### src/rtl/clock_divider_controller_pkg.sv
// Shared definitions for the clock divider controller: FSM encoding and the
// smallest divisor the controller will accept.
package clock_divider_controller_pkg;

    localparam logic [1:0] ST_IDLE     = 2'd0;
    localparam logic [1:0] ST_RUN      = 2'd1;
    localparam logic [1:0] ST_PENDING  = 2'd2;
    localparam logic [1:0] ST_STOPPING = 2'd3;

    localparam int MIN_DIVIDER = 2;

    typedef enum logic [1:0] {
        IDLE     = ST_IDLE,
        RUN      = ST_RUN,
        PENDING  = ST_PENDING,
        STOPPING = ST_STOPPING
    } state_t;

endpackage

### src/rtl/clock_divider_controller_tick_counter.sv
// Period counter for the clock divider: counts 0..divisor-1 and raises a
// registered tick on the last count of each period.
module divider_tick_counter #(
    parameter int bitsNumber = 8
) (
    input  logic                  inputCLK,
    input  logic                  reset,
    input  logic                  clear,
    input  logic                  countEnable,
    input  logic [bitsNumber-1:0] divisor,
    output logic [bitsNumber-1:0] count,
    output logic                  tick
);

    logic [bitsNumber-1:0] count_next;
    logic                  wrap;

    always_comb begin
        wrap       = (count == divisor - 1'b1);
        count_next = count;
        if (clear) begin
            count_next = '0;
        end else if (countEnable) begin
            count_next = wrap ? '0 : count + 1'b1;
        end
    end

    // tick is looked ahead one cycle so it stays a flop; any divisor change
    // lands when count_next is 0, which can never equal divisor-1.
    always_ff @(posedge inputCLK) begin
        if (!reset) begin
            count <= '0;
            tick  <= 1'b0;
        end else begin
            count <= count_next;
            tick  <= countEnable & ~clear & (count_next == divisor - 1'b1);
        end
    end

endmodule

### src/rtl/clock_divider_controller.sv
// Clock divider controller: runs a period counter on request and swaps the
// divisor either immediately (idle) or on a period boundary (running).
module clock_divider_controller
    import clock_divider_controller_pkg::*;
#(
    parameter int bitsNumber     = 8,
    parameter int defaultDivider = 2
) (
    input  logic                  inputCLK,
    input  logic                  reset,
    input  logic                  enable,
    input  logic                  cfgValid,
    input  logic [bitsNumber-1:0] cfgDivider,
    output logic                  cfgReady,
    output logic                  tick,
    output logic                  running,
    output logic                  cfgApplied,
    output logic                  cfgError
);

    // Config handshake: a divisor transfers on any rising edge where cfgValid
    // and cfgReady are both 1; cfgValid while cfgReady is 0 is dropped.
    state_t                state;
    logic [bitsNumber-1:0] divisor;
    logic [bitsNumber-1:0] pending;
    logic [bitsNumber-1:0] count;
    logic                  accept;
    logic                  legal;
    logic                  take;
    logic                  period_end;
    logic                  clear;

    assign accept     = cfgValid & cfgReady;
    assign legal      = cfgDivider >= bitsNumber'(MIN_DIVIDER);
    assign take       = accept & legal;
    assign period_end = running & (count == divisor - 1'b1);
    assign clear      = period_end & ~enable & ~take;

    divider_tick_counter #(
        .bitsNumber(bitsNumber)
    ) u_counter (
        .inputCLK   (inputCLK),
        .reset      (reset),
        .clear      (clear),
        .countEnable(running),
        .divisor    (divisor),
        .count      (count),
        .tick       (tick)
    );

    always_ff @(posedge inputCLK) begin
        if (!reset) begin
            state      <= IDLE;
            divisor    <= bitsNumber'(defaultDivider);
            pending    <= '0;
            running    <= 1'b0;
            cfgReady   <= 1'b0;
            cfgApplied <= 1'b0;
            cfgError   <= 1'b0;
        end else begin
            cfgApplied <= 1'b0;
            cfgError   <= accept & ~legal;
            cfgReady   <= 1'b1;
            unique case (state)
                IDLE: begin
                    if (take) begin
                        divisor    <= cfgDivider;
                        cfgApplied <= 1'b1;
                    end
                    if (enable) begin
                        state   <= RUN;
                        running <= 1'b1;
                    end
                end
                // RUN and STOPPING differ only in which way enable last moved;
                // the period always finishes before the counter halts.
                RUN, STOPPING: begin
                    if (take) begin
                        pending  <= cfgDivider;
                        state    <= PENDING;
                        cfgReady <= 1'b0;
                    end else if (enable) begin
                        state <= RUN;
                    end else if (period_end) begin
                        state   <= IDLE;
                        running <= 1'b0;
                    end else begin
                        state <= STOPPING;
                    end
                end
                PENDING: begin
                    cfgReady <= period_end;
                    if (period_end) begin
                        divisor    <= pending;
                        cfgApplied <= 1'b1;
                        if (enable) begin
                            state <= RUN;
                        end else begin
                            state   <= IDLE;
                            running <= 1'b0;
                        end
                    end
                end
                default: state <= IDLE;
            endcase
        end
    end

endmodule

### config.mk
export PLATFORM = sky130hd
export DESIGN_NAME = clock_divider_controller
export DESIGN_NICKNAME = d
export VERILOG_FILES = /design/src/rtl/clock_divider_controller_pkg.sv /design/src/rtl/clock_divider_controller_tick_counter.sv /design/src/rtl/clock_divider_controller.sv
export SDC_FILE = /design/constraint.sdc
export NUM_CORES = 1
export LEC_CHECK = 0
export CORE_UTILIZATION = 25
export DETAILED_ROUTE_END_ITERATION = 16
export MAX_ROUTING_LAYER = met4
export PLACE_DENSITY = 0.38
export REMOVE_ABC_BUFFERS = 1
export SYNTH_ARGS = -nofsm -noshare
export SYNTH_HDL_FRONTEND = slang
export SYNTH_SLANG_ARGS = --single-unit
### constraint.sdc
create_clock -name inputCLK -period 2.8 [get_ports inputCLK]
set_input_delay 0.84 -clock inputCLK [delete_from_list [all_inputs] [get_ports inputCLK]]
set_output_delay 0.84 -clock inputCLK [all_outputs]
set_load 0.02 [all_outputs]
==> reports/results.tsv <==
metric	value	unit
Least-Margin Pin Slew	0.6930	ns
CP Class	flip-flop to flip-flop	
worst r2r dst	running	
sw power	0.3595	mW
Hold Violations, Final	0	
crit-path max cell delay	0.50	ns
# rows	31	
cts bufs inserted	5	
CTS max path bufs	2	
# Post-CTS Setup Buffers	0	
DRT iter0 DRCs	47	
Buf/Inv on CP	1	
multi-input logic area	0.001227	sq mm
Total GRT Usage	14.00	%
Post-CTS Hold Fix Bufs	0	
Placement Cell Area	0.002267	sq mm
vias in the first global route	1629	
hold_ws	0.4668	ns
Starting Density	26.18	%
Crit. path cell count	7	
Die Y	89.85	um
CTS tree	done	
clock latency on the worst-skew pair	0.29	ns
post-synth design cell area	0.001929	sq mm
Remaining Overflow, GRT	0	
Setup crit start	divisor[1]	
Post-Syn Instances	220	
Final Max Slew Viols	0	
Slowest cell on crit path	or4_1	
Routed WL	5182	um
total I/O pin count	17	
Leak	0.9260	nW
Die ar.	0.008073	sq mm
register area	620.6	sq um
I/O Buffers	16	
Max Freq	380.6	MHz
CTS H-tree lvls	2	
post-synth top area share	32.17	%
area delta synth->final	22.70	%
ANT nets after route	0	
Arr. time, crit path	2.80	ns
Detailed Routing Iterations Pass 1	4	
power share of the clock group	33.5	%
ratio of final minimum period to clock period	93.83	%
fin nets	260	
Syn Area/Cell	8.770	sq um
register area share after synthesis	32.17	%
CP Max Fanout	6	
die width	89.85	um
startpoint types	flip-flop	
GPL Wtd Cong	0.7917	
worst-path cell chain	or4_1 -> or3_1 -> a2111o_1 -> or3_4 -> buf_4 -> nor4_1 -> nor3b_1	
largest net degree at the start of global routing	25	
Seq cells post-synth	31	
RR Startpoint	divisor[1]	
Hold Path Origin	cfgReady	
register share of total power	41.7	%
Comb pwr share	24.8	%
Max-Cap Viols	0	
Worst Skew	0.005909	ns
# resized after CTS	0	
core area	0.007370	sq mm
Hold Path Class	flip-flop to flip-flop	
EDFF count, synth	0	
vias after detailed routing	1661	
crit path to	running	
Place WS	0.08103	ns
Clock Sinks	31	
via density per instance	4.801	
Sw Share	30.12	%
initial antenna violation count	0	
r2r worst-path depth	7	
WP data required	2.97	ns
Ys Warns	0	
total negative setup slack	0	ns
dominant cells by area after synthesis	dfxtp_1 (32%), mux2i_1 (8.8%), xnor2_1 (4.1%), o311a_1 (3.1%), nand2_1 (3.1%)	
Reg clk slew, reported paths	0.07	ns
Peak VDD IR	0.1713	mV
ant diodes	0	
fin cells	346	
placed insts	338	
setup ws final	0.1728	ns
Crit. End Element	flip-flop	
RSZ-0062 raised after global routing	false	
first-pass GRT wire length	8694	um
wire length per cell	14.98	um
pwr/cell area	504.3	mW/mm^2
worst relative slew slack	53.80	%
Final Instance Area	0.002367	sq mm
hpwl dp	3943	um
min cycle time layout	2.627	ns
Synth Flop Type	dfxtp_1	
R2R setup slack	0.17	ns
DR DRC count	0	
largest area contributor in the netlist	dfxtp_1	
layout cells sized above 1	12.15	%
ys async rst share	0	%
# setup viols final	0	
Largest delay share family, worst path	simple AND/OR/NAND/NOR gates	
fill count	790	
root buf cell	clkbuf_8	
Netlist cell types	53	
status	finished clean	
Int Pwr	0.8342	mW
registers in the layout (all words and copies together) (netlist names):
name and cells:
state 2, u_counter.count 8, running 1, pending 8
cfgReady 1, divisor 8, cfgError 1, cfgApplied 1
u_counter.tick 1
cell usage after synthesis, drive strengths merged, types with 2 or more instances:
cell and count:
and2 5, a21boi 3, xnor2 9, nor3 6
nand2 16, nor4 5, xor2 5, clkbuf 7
a21bo 3, nor2b 9, or3 4, nor3b 4
buf 6, ha 2, nor2 14, o21ai 11
nand2b 5, a2111oi 2, or4 2, o211ai 2
o311a 7, and3 2, mux2i 17, nand4 4
o21a 3, a21oi 8, a22oi 2, inv 4
o2111ai 2, dfxtp 31, o31ai 3, nand3 4
cell families after synthesis:
family | after synthesis | share of synthesized area [%]
DFF | 31 | 32.17
buffers and inverters | 17 | 4.215
adders and majority gates | 2 | 1.297
and+or+nand+nor | 83 | 24.06
AOI/OAI and AO/OA | 54 | 21.34
muxes | 18 | 9.403
xor gates and xnor gates | 15 | 7.523
area by class of cell:
class                      instances  area share, %
multi-input combinational        172          51.85
clock buffer                       8          4.228
inverter                           4         0.6342
timing repair buffer              32          11.84
sequential                        31          26.22
tap                               99          5.233
worst min-delay path by stage:
| stage | depth (start not counted) | end | slack [ns] |
|---|---|---|---|
| floorplan | 2 | state[0] | 0.46 |
| global placement | 2 | cfgError | 0.46 |
| detailed placement | 2 | cfgError | 0.46 |
| CTS | 2 | cfgError | 0.47 |
| global route | 2 | cfgError | 0.49 |
| finish | 2 | cfgError | 0.47 |
power groups by stage:
stage	Clock (mW)	Combinational [mW]	Sequential (mW)
after floorplan	0	0.175	0.511
after global placement	0	0.300	0.508
after detailed placement	0	0.297	0.507
after CTS	0.417	0.299	0.497
after global routing	0.436	0.327	0.501
final	0.400	0.296	0.497
worst min-delay path: stages (launching register included):
cell and delay, ns:
dfxtp_1 0.32, nand3_1 0.07, nor2_1 0.03
routing by layer:
| metal | share of wire [%] | vias to the layer above | GRT usage [%] |
|---|---|---|---|
| li1 | - | 861 | - |
| met1 | 51 | 772 | 18.70 |
| met2 | 44 | 20 | 20.71 |
| met3 | 3.7 | 8 | 4.061 |
| met4 | 1.4 | 0 | 3.495 |
| met5 | 0 | - | - |
stage by stage:
step | power [mW] | util [%]
after floorplan | 0.6859 | -
after global placement | 0.8084 | 30.76
after detailed placement | 0.8041 | 30.76
after CTS | 1.213 | 32.12
after global routing | 1.264 | 32.12
final | 1.194 | 32.12
cell usage in the layout (no fill, tap or decap), drive strengths merged, types with 2 or more instances in the layout:
cell type,instances
dfxtp,31
mux2i,17
nand2,16
clkdlybuf4s50,16
buf,16
nor2,14
o21ai,11
xnor2,9
nor2b,9
a21oi,8
clkbuf,8
o311a,7
nor3,6
and2,5
nand2b,5
xor2,5
nor4,5
inv,4
nor3b,4
nand3,4
nand4,4
or3,4
o31ai,3
o21a,3
a21boi,3
a21bo,3
a22oi,2
o211ai,2
or4,2
o2111ai,2
and3,2
ha,2
a2111oi,2
Power figures use the tool's default switching activity.
